**src/rtl/mm_pkg.sv**
```systemverilog
// Shared types and constants for the matrix product sequencer.
// Word width, sequencer state encoding, quiet-NaN filler, index width helper.
package mm_pkg;

  localparam int WORD_WIDTH = 32;
  localparam logic [WORD_WIDTH-1:0] QNAN = 32'h7FC00000;

  typedef enum logic [2:0] {
    IDLE     = 3'd0,
    ISSUE    = 3'd1,
    WAIT_RES = 3'd2,
    DRAIN    = 3'd3,
    DONE     = 3'd4
  } state_t;

  function automatic int clog2(input int n);
    int r;
    r = 0;
    while ((1 << r) < n) r++;
    return (r < 1) ? 1 : r;
  endfunction

endpackage

```
**src/rtl/matrix_slice_mux.sv**
```systemverilog
// Selects row i of A and column j of B from flat row-major matrices.
// Purely combinational; the sequencer registers the result.
module matrix_slice_mux
  import mm_pkg::*;
#(
  parameter int N  = 4,
  parameter int IW = 2
) (
  input  logic [WORD_WIDTH*N*N-1:0] a_m,
  input  logic [WORD_WIDTH*N*N-1:0] b_m,
  input  logic [IW-1:0]             i,
  input  logic [IW-1:0]             j,
  output logic [WORD_WIDTH*N-1:0]   row,
  output logic [WORD_WIDTH*N-1:0]   column
);

  always_comb begin
    row    = a_m[WORD_WIDTH*N*int'(i) +: WORD_WIDTH*N];
    column = '0;
    for (int k = 0; k < N; k++) begin
      column[WORD_WIDTH*k +: WORD_WIDTH] =
        b_m[WORD_WIDTH*(k*N + int'(j)) +: WORD_WIDTH];
    end
  end

endmodule

```
**src/rtl/matrix_product_sequencer.sv**
```systemverilog
// Issues row/column pairs to an inner-product engine and assembles C = A x B.
// MPS_WATCHDOG_EN adds a per-state timeout that fills C[i][j] with NaN.
module matrix_product_sequencer
  import mm_pkg::*;
#(
  parameter int number_of_elements = 4,
  parameter int timeout_cycles     = 1024
) (
  input  logic clk,
  input  logic rst,
  input  logic [WORD_WIDTH*number_of_elements*number_of_elements-1:0] a,
  input  logic [WORD_WIDTH*number_of_elements*number_of_elements-1:0] b,
  input  logic ab_i_stb,
  output logic ab_i_ack,
  output logic [WORD_WIDTH*number_of_elements-1:0] ip_row,
  output logic [WORD_WIDTH*number_of_elements-1:0] ip_column,
  output logic ip_row_stb,
  output logic ip_column_stb,
  output logic ip_out_ack,
  input  logic ip_row_ack,
  input  logic ip_column_ack,
  input  logic [WORD_WIDTH-1:0] ip_out,
  input  logic ip_out_stb,
  output logic [WORD_WIDTH*number_of_elements*number_of_elements-1:0] c,
`ifdef MPS_WATCHDOG_EN
  output logic err,
`endif
  output logic c_o_stb,
  input  logic c_o_ack
);

  localparam int N  = number_of_elements;
  localparam int IW = clog2(N);
  localparam int MW = WORD_WIDTH*N*N;
  localparam int VW = WORD_WIDTH*N;
  localparam logic [IW-1:0] LAST = IW'(N-1);

  state_t state, state_d;
  logic [MW-1:0] a_q, b_q, a_d, b_d;
  logic [IW-1:0] i_q, j_q, i_d, j_d;
  logic [VW-1:0] row_d, col_d;
  logic take, res, drain_ok, last, advance, wr, tmo;
  logic [WORD_WIDTH-1:0] wdata;

`ifdef MPS_WATCHDOG_EN
  localparam int CW = clog2(timeout_cycles) + 1;
  logic [CW-1:0] cnt;

  assign tmo = (state == ISSUE || state == WAIT_RES || state == DRAIN)
            && cnt == CW'(timeout_cycles - 1);

  always_ff @(posedge clk) begin
    if (rst) begin
      cnt <= '0;
      err <= 1'b0;
    end else begin
      cnt <= (state_d != state) ? '0 : cnt + 1'b1;
      if (take)     err <= 1'b0;
      else if (tmo) err <= 1'b1;
    end
  end
`else
  assign tmo = (timeout_cycles < 0);
`endif

  assign take     = state == IDLE && ab_i_stb;
  assign res      = state == WAIT_RES && ip_out_stb;
  assign drain_ok = state == DRAIN && !ip_out_stb && !ip_row_ack;
  assign last     = i_q == LAST && j_q == LAST;
  assign advance  = state == DRAIN && (drain_ok || tmo) && !last;
  assign wr       = res || tmo;
  assign wdata    = res ? ip_out : QNAN;

  assign ip_row_stb    = state == ISSUE;
  assign ip_column_stb = state == ISSUE;
  assign ip_out_ack    = state == ISSUE || state == WAIT_RES;
  assign c_o_stb       = state == DONE;

  always_comb begin
    state_d = state;
    unique case (state)
      IDLE:     if (ab_i_stb) state_d = ISSUE;
      ISSUE: begin
        if (ip_row_ack && ip_column_ack) state_d = WAIT_RES;
        if (tmo) state_d = DRAIN;
      end
      WAIT_RES: if (ip_out_stb || tmo) state_d = DRAIN;
      DRAIN:    if (drain_ok || tmo) state_d = last ? DONE : ISSUE;
      DONE:     if (c_o_ack) state_d = IDLE;
      default:  state_d = IDLE;
    endcase
  end

  always_comb begin
    a_d = take ? a : a_q;
    b_d = take ? b : b_q;
    i_d = i_q;
    j_d = j_q;
    if (take) begin
      i_d = '0;
      j_d = '0;
    end else if (advance) begin
      if (j_q == LAST) begin
        j_d = '0;
        i_d = i_q + 1'b1;
      end else begin
        j_d = j_q + 1'b1;
      end
    end
  end

  // Slices follow the next-cycle operands so they are valid on ISSUE entry.
  matrix_slice_mux #(.N(N), .IW(IW)) u_mux (
    .a_m    (a_d),
    .b_m    (b_d),
    .i      (i_d),
    .j      (j_d),
    .row    (row_d),
    .column (col_d)
  );

  always_ff @(posedge clk) begin
    if (rst) begin
      state     <= IDLE;
      a_q       <= '0;
      b_q       <= '0;
      i_q       <= '0;
      j_q       <= '0;
      ip_row    <= '0;
      ip_column <= '0;
      ab_i_ack  <= 1'b0;
      c         <= '0;
    end else begin
      state     <= state_d;
      a_q       <= a_d;
      b_q       <= b_d;
      i_q       <= i_d;
      j_q       <= j_d;
      ip_row    <= row_d;
      ip_column <= col_d;
      ab_i_ack  <= take;
      if (take) c <= '0;
      else if (wr)
        c[WORD_WIDTH*(int'(i_q)*N + int'(j_q)) +: WORD_WIDTH] <= wdata;
    end
  end

endmodule
```
**config.mk**
```make
export PLATFORM = sky130hd
export DESIGN_NAME = matrix_product_sequencer
export DESIGN_NICKNAME = d
export VERILOG_FILES = /design/src/rtl/mm_pkg.sv /design/src/rtl/matrix_slice_mux.sv /design/src/rtl/matrix_product_sequencer.sv
export SDC_FILE = /design/constraint.sdc
export NUM_CORES = 2
export LEC_CHECK = 0
export CORE_AREA = 2 2 713 715
export CTS_CLUSTER_SIZE = 25
export DETAILED_ROUTE_END_ITERATION = 7
export DIE_AREA = 0 0 715 717
export DONT_BUFFER_PORTS = 1
export PLACE_DENSITY_LB_ADDON = 0.1
export SKIP_CTS_REPAIR_TIMING = 1
export SYNTH_ARGS = -nofsm -noshare
export SYNTH_HDL_FRONTEND = slang
export SYNTH_SLANG_ARGS = --single-unit
```
**constraint.sdc**
```tcl
create_clock -name clk -period 3.4 [get_ports clk]
set_input_delay 0.85 -clock clk [delete_from_list [all_inputs] [get_ports clk]]
set_output_delay 0.85 -clock clk [all_outputs]
set_load 0.02 [all_outputs]
```
==> run metrics <==
Area Overhead vs Synth 26.8%; synthesized area 78200 um2; syn_nets 10.8k; unrepaired setup endpoints after global routing false; largest cells by area after synthesis dfxtp_1 (46%), nand2_1 (14%), a21oi_1 (9.6%), mux2i_1 (7.5%), clkbuf_1 (3.4%); clock share of power 38.3%; CP max-delay cell a2111oi_0; GP Congestion between 0.8 and 0.9; crit share post-route a little over nine tenths; RR Endpoint ip_column[26]$_SDFF_PP0_; sw frac between 30 and 40%; crit start category flip-flop; Tot Pwr about 69 mW; Max Slew Vio Count 0; final hold vios 0; Worst Hold Depth 2; synth unique cells 55; drt drc 0; number of synthesized flops with an enable pin 0; row count 261; DR WL/cell 29.3 um; arrival time at the worst endpoint 4120 ps; Worst-Skew Late Latency 1000 ps; CP peak stage delay 910 ps; Initial DRC Count 5362; CP cell instances buf_12, buf_12, mux2i_1, a21oi_1, nor2_1, a2111oi_0, a211o_1; worst rel slew slack 9.86%; Crit Path Class flip-flop to flip-flop; Seq pwr share a little over 40%; first-pass GRT wire length 643000 um; Setup Total Neg Slack 0 ps; FFs w/ async S/R, synth 0%; outcome complete, no violations; Starting Density 15.5%; hold path start ip_out[14]; Mapped Cells 9774; Final ANT Viol Nets 0; Endpoint, Worst Hold c[110]$_SDFFE_PP0P_; Peak Freq 309 MHz; TritonCTS Buffers 245; clk sink count 1800; Pleak 35.6 nW; DRT Pass-1 Iters 6; power density over the cells 698 nW/um2; worst r2r path cells 7; Hold Path Class primary input to flip-flop; drt total wl approximately 490000 um; core box area 505000 um2; P_int 44.4 mW; clock skew 164 ps; CP Capture Type flip-flop; fin util 19.6%; die span in x ~700 um; reg2reg setup slack around 170 ps; CP max FO 153; CTS clk-pin slew, worst paths about 60 ps; Yosys top cell by area dfxtp_1; CTS tree built; endpoints failing setup 0; Switch Pwr 24.7 mW; cell mode on critical path buf_12; Max-Cap Viols 0; Comb pwr share 20.6%; synth warn 0; Chip Height a little over 700 um; routed vias between 70k and 80k; Final min period between 3000 and 4000 ps; syn avg cell area 8.00 um2; GRT Total Usage 17.9%; largest net degree at the start of global routing 249; Congestion Overflow GR 0; I/O pin count about 1.8k; sequential share of the synthesized area 46.1%; worst slew pin tran 1350 ps; ys flop type dfxtp_1; vias in the first global route 69.5k; H-tree depth 4; maximum VDD drop 0.484 mV; die area 513000 um2; flops & latches, synth 1800; Nets 10.9k; Post-DP HPWL 353000 um; Vias/cell roughly 4.4; post-synth top area share 46.1%; Root Buffer clkbuf_16; initial antenna violation count 252; Critical R2R Launch j_q[0]$_SDFF_PP0_; fraction of layout cells with a size suffix above 1 8.76%; worst path required time 4290 ps; Max Root-Sink Buffers 4; Port Buffers 0
## critical path, delay by kind of cell (launching register included)
family / cells / cell delay, ps
AOI/OAI and AO/OA: 3 / 1350
buffers and inverters: 2 / 790
DFF: 1 / 390
muxes: 1 / 170
and+or+nand+nor: 1 / 50
## layout make-up
| class | count | area (um2) |
|---|---|---|
| fillers | 56300 | 405000 |
| inverters | 10 | 42.5 |
| diodes | 144 | 360 |
| clock inverters | 65 | 878 |
| repair buffers | 685 | 7460 |
| well taps | 6706 | 8390 |
| flip-flops and latches | 1800 | 36000 |
| clock buffers | 376 | 7200 |
| multi-input cells | 7049 | 38700 |
## synth_stat cells, types with 5 or more instances
cell and count:
or3_1 17, a21oi_1 1507, ha_1 5, o21ai_0 67, inv_1 9, nand2_1 2852
and4_1 5, buf_2 168, a221o_1 7, nor3b_1 129, nor2b_1 122, a22oi_1 128
a211o_1 121, nor2_1 383, a2111oi_0 119, o221ai_1 128, dfxtp_1 1800, mux2i_1 589
mux2_2 128, clkbuf_1 705, nand3_1 249, o22ai_1 136, o2bb2ai_1 120, a221oi_1 9
buf_1 37, a211oi_1 119, and3_1 26, nand3b_1 11, nor3_1 9, and2_1 27
## metal layers
metal  global-route usage, %  vias up  wire length [um]
met1                    20.1    36900            192000
met5                       0        -               804
li1                        -    34000                 -
met2                    31.9     2591            247000
met3                    5.78      753             37700
met4                    5.64      128             16100
## sequential cells by signal (all words and copies together) (netlist names)
name / cells
a_q: 512
ab_i_ack: 1
b_q: 512
c: 512
i_q: 2
ip_column: 128
ip_row: 128
j_q: 2
state: 3
## worst max-delay path by stage
stage	from	endpoint	slack, ps
2_1_floorplan	j_q[0]$_SDFF_PP0_	c[261]$_SDFFE_PP0P_	680
4_1_cts	j_q[1]$_SDFF_PP0_	ip_row[25]$_SDFF_PP0_	-470
3_5_place_dp	j_q[1]$_SDFF_PP0_	ip_row[25]$_SDFF_PP0_	-370
6_report	j_q[0]$_SDFF_PP0_	ip_column[26]$_SDFF_PP0_	170
5_1_grt	j_q[0]$_SDFF_PP0_	ip_column[57]$_SDFF_PP0_	40
3_3_place_gp	ip_out_stb	ip_column[67]$_SDFF_PP0_	-490
## power by group through the flow
stage | logic (mW) | clock network [mW] | registers, mW
after floorplan | 9.15 | 0 | 27.0
after global placement | 13.8 | 0 | 28.9
after detailed placement | 14.0 | 0 | 29.0
after CTS | 14.0 | 27.4 | 28.6
after global routing | 15.8 | 28.1 | 28.8
final | 14.3 | 26.5 | 28.4
## placed cells by master (no fill, tap or decap), types with 104 or more instances in the layout
cell type / Yosys / final
mux2i_1: 589 / 578
buf_4: 4 / 211
o22ai_1: 136 / 136
dfxtp_1: 1800 / 1799
o2bb2ai_1: 120 / 120
a21oi_1: 1507 / 1507
nor2b_1: 122 / 121
nand3_1: 249 / 246
mux2_2: 128 / 128
nor3b_1: 129 / 128
a22oi_1: 128 / 128
dlygate4sd3_1: 0 / 365
o221ai_1: 128 / 128
a211o_1: 121 / 121
diode_2: 0 / 144
clkbuf_16: 0 / 246
nor2_1: 383 / 375
nand2_1: 2852 / 2848
a2111oi_0: 119 / 104
a211oi_1: 119 / 119
## stage by stage
step	hold slack, ps	cell area [um2]	cells	worst slack [ps]
5_1_grt	-0.878	99000	16800	38.4
3_5_place_dp	446	86800	15900	-371
4_1_cts	-143	94900	16300	-469
3_3_place_gp	441	86800	15900	-485
6_report	27.9	99100	16800	169
2_1_floorplan	436	78200	9774	682
## kinds of logic (layout without fill, tap and decap cells)
kind of cell	after synthesis	after routing	share of synthesized area [%]
AOI/OAI and AO/OA	2472	2472	19.3
xor gates and xnor gates	3	3	0.0336
adders and majority gates	5	5	0.0800
buffers and inverters	925	1136	4.74
DFF	1800	1800	46.1
muxes	717	717	9.38
other	0	144	0
and+or+nand+nor	3852	3852	20.3
Power figures use the tool's default switching activity.
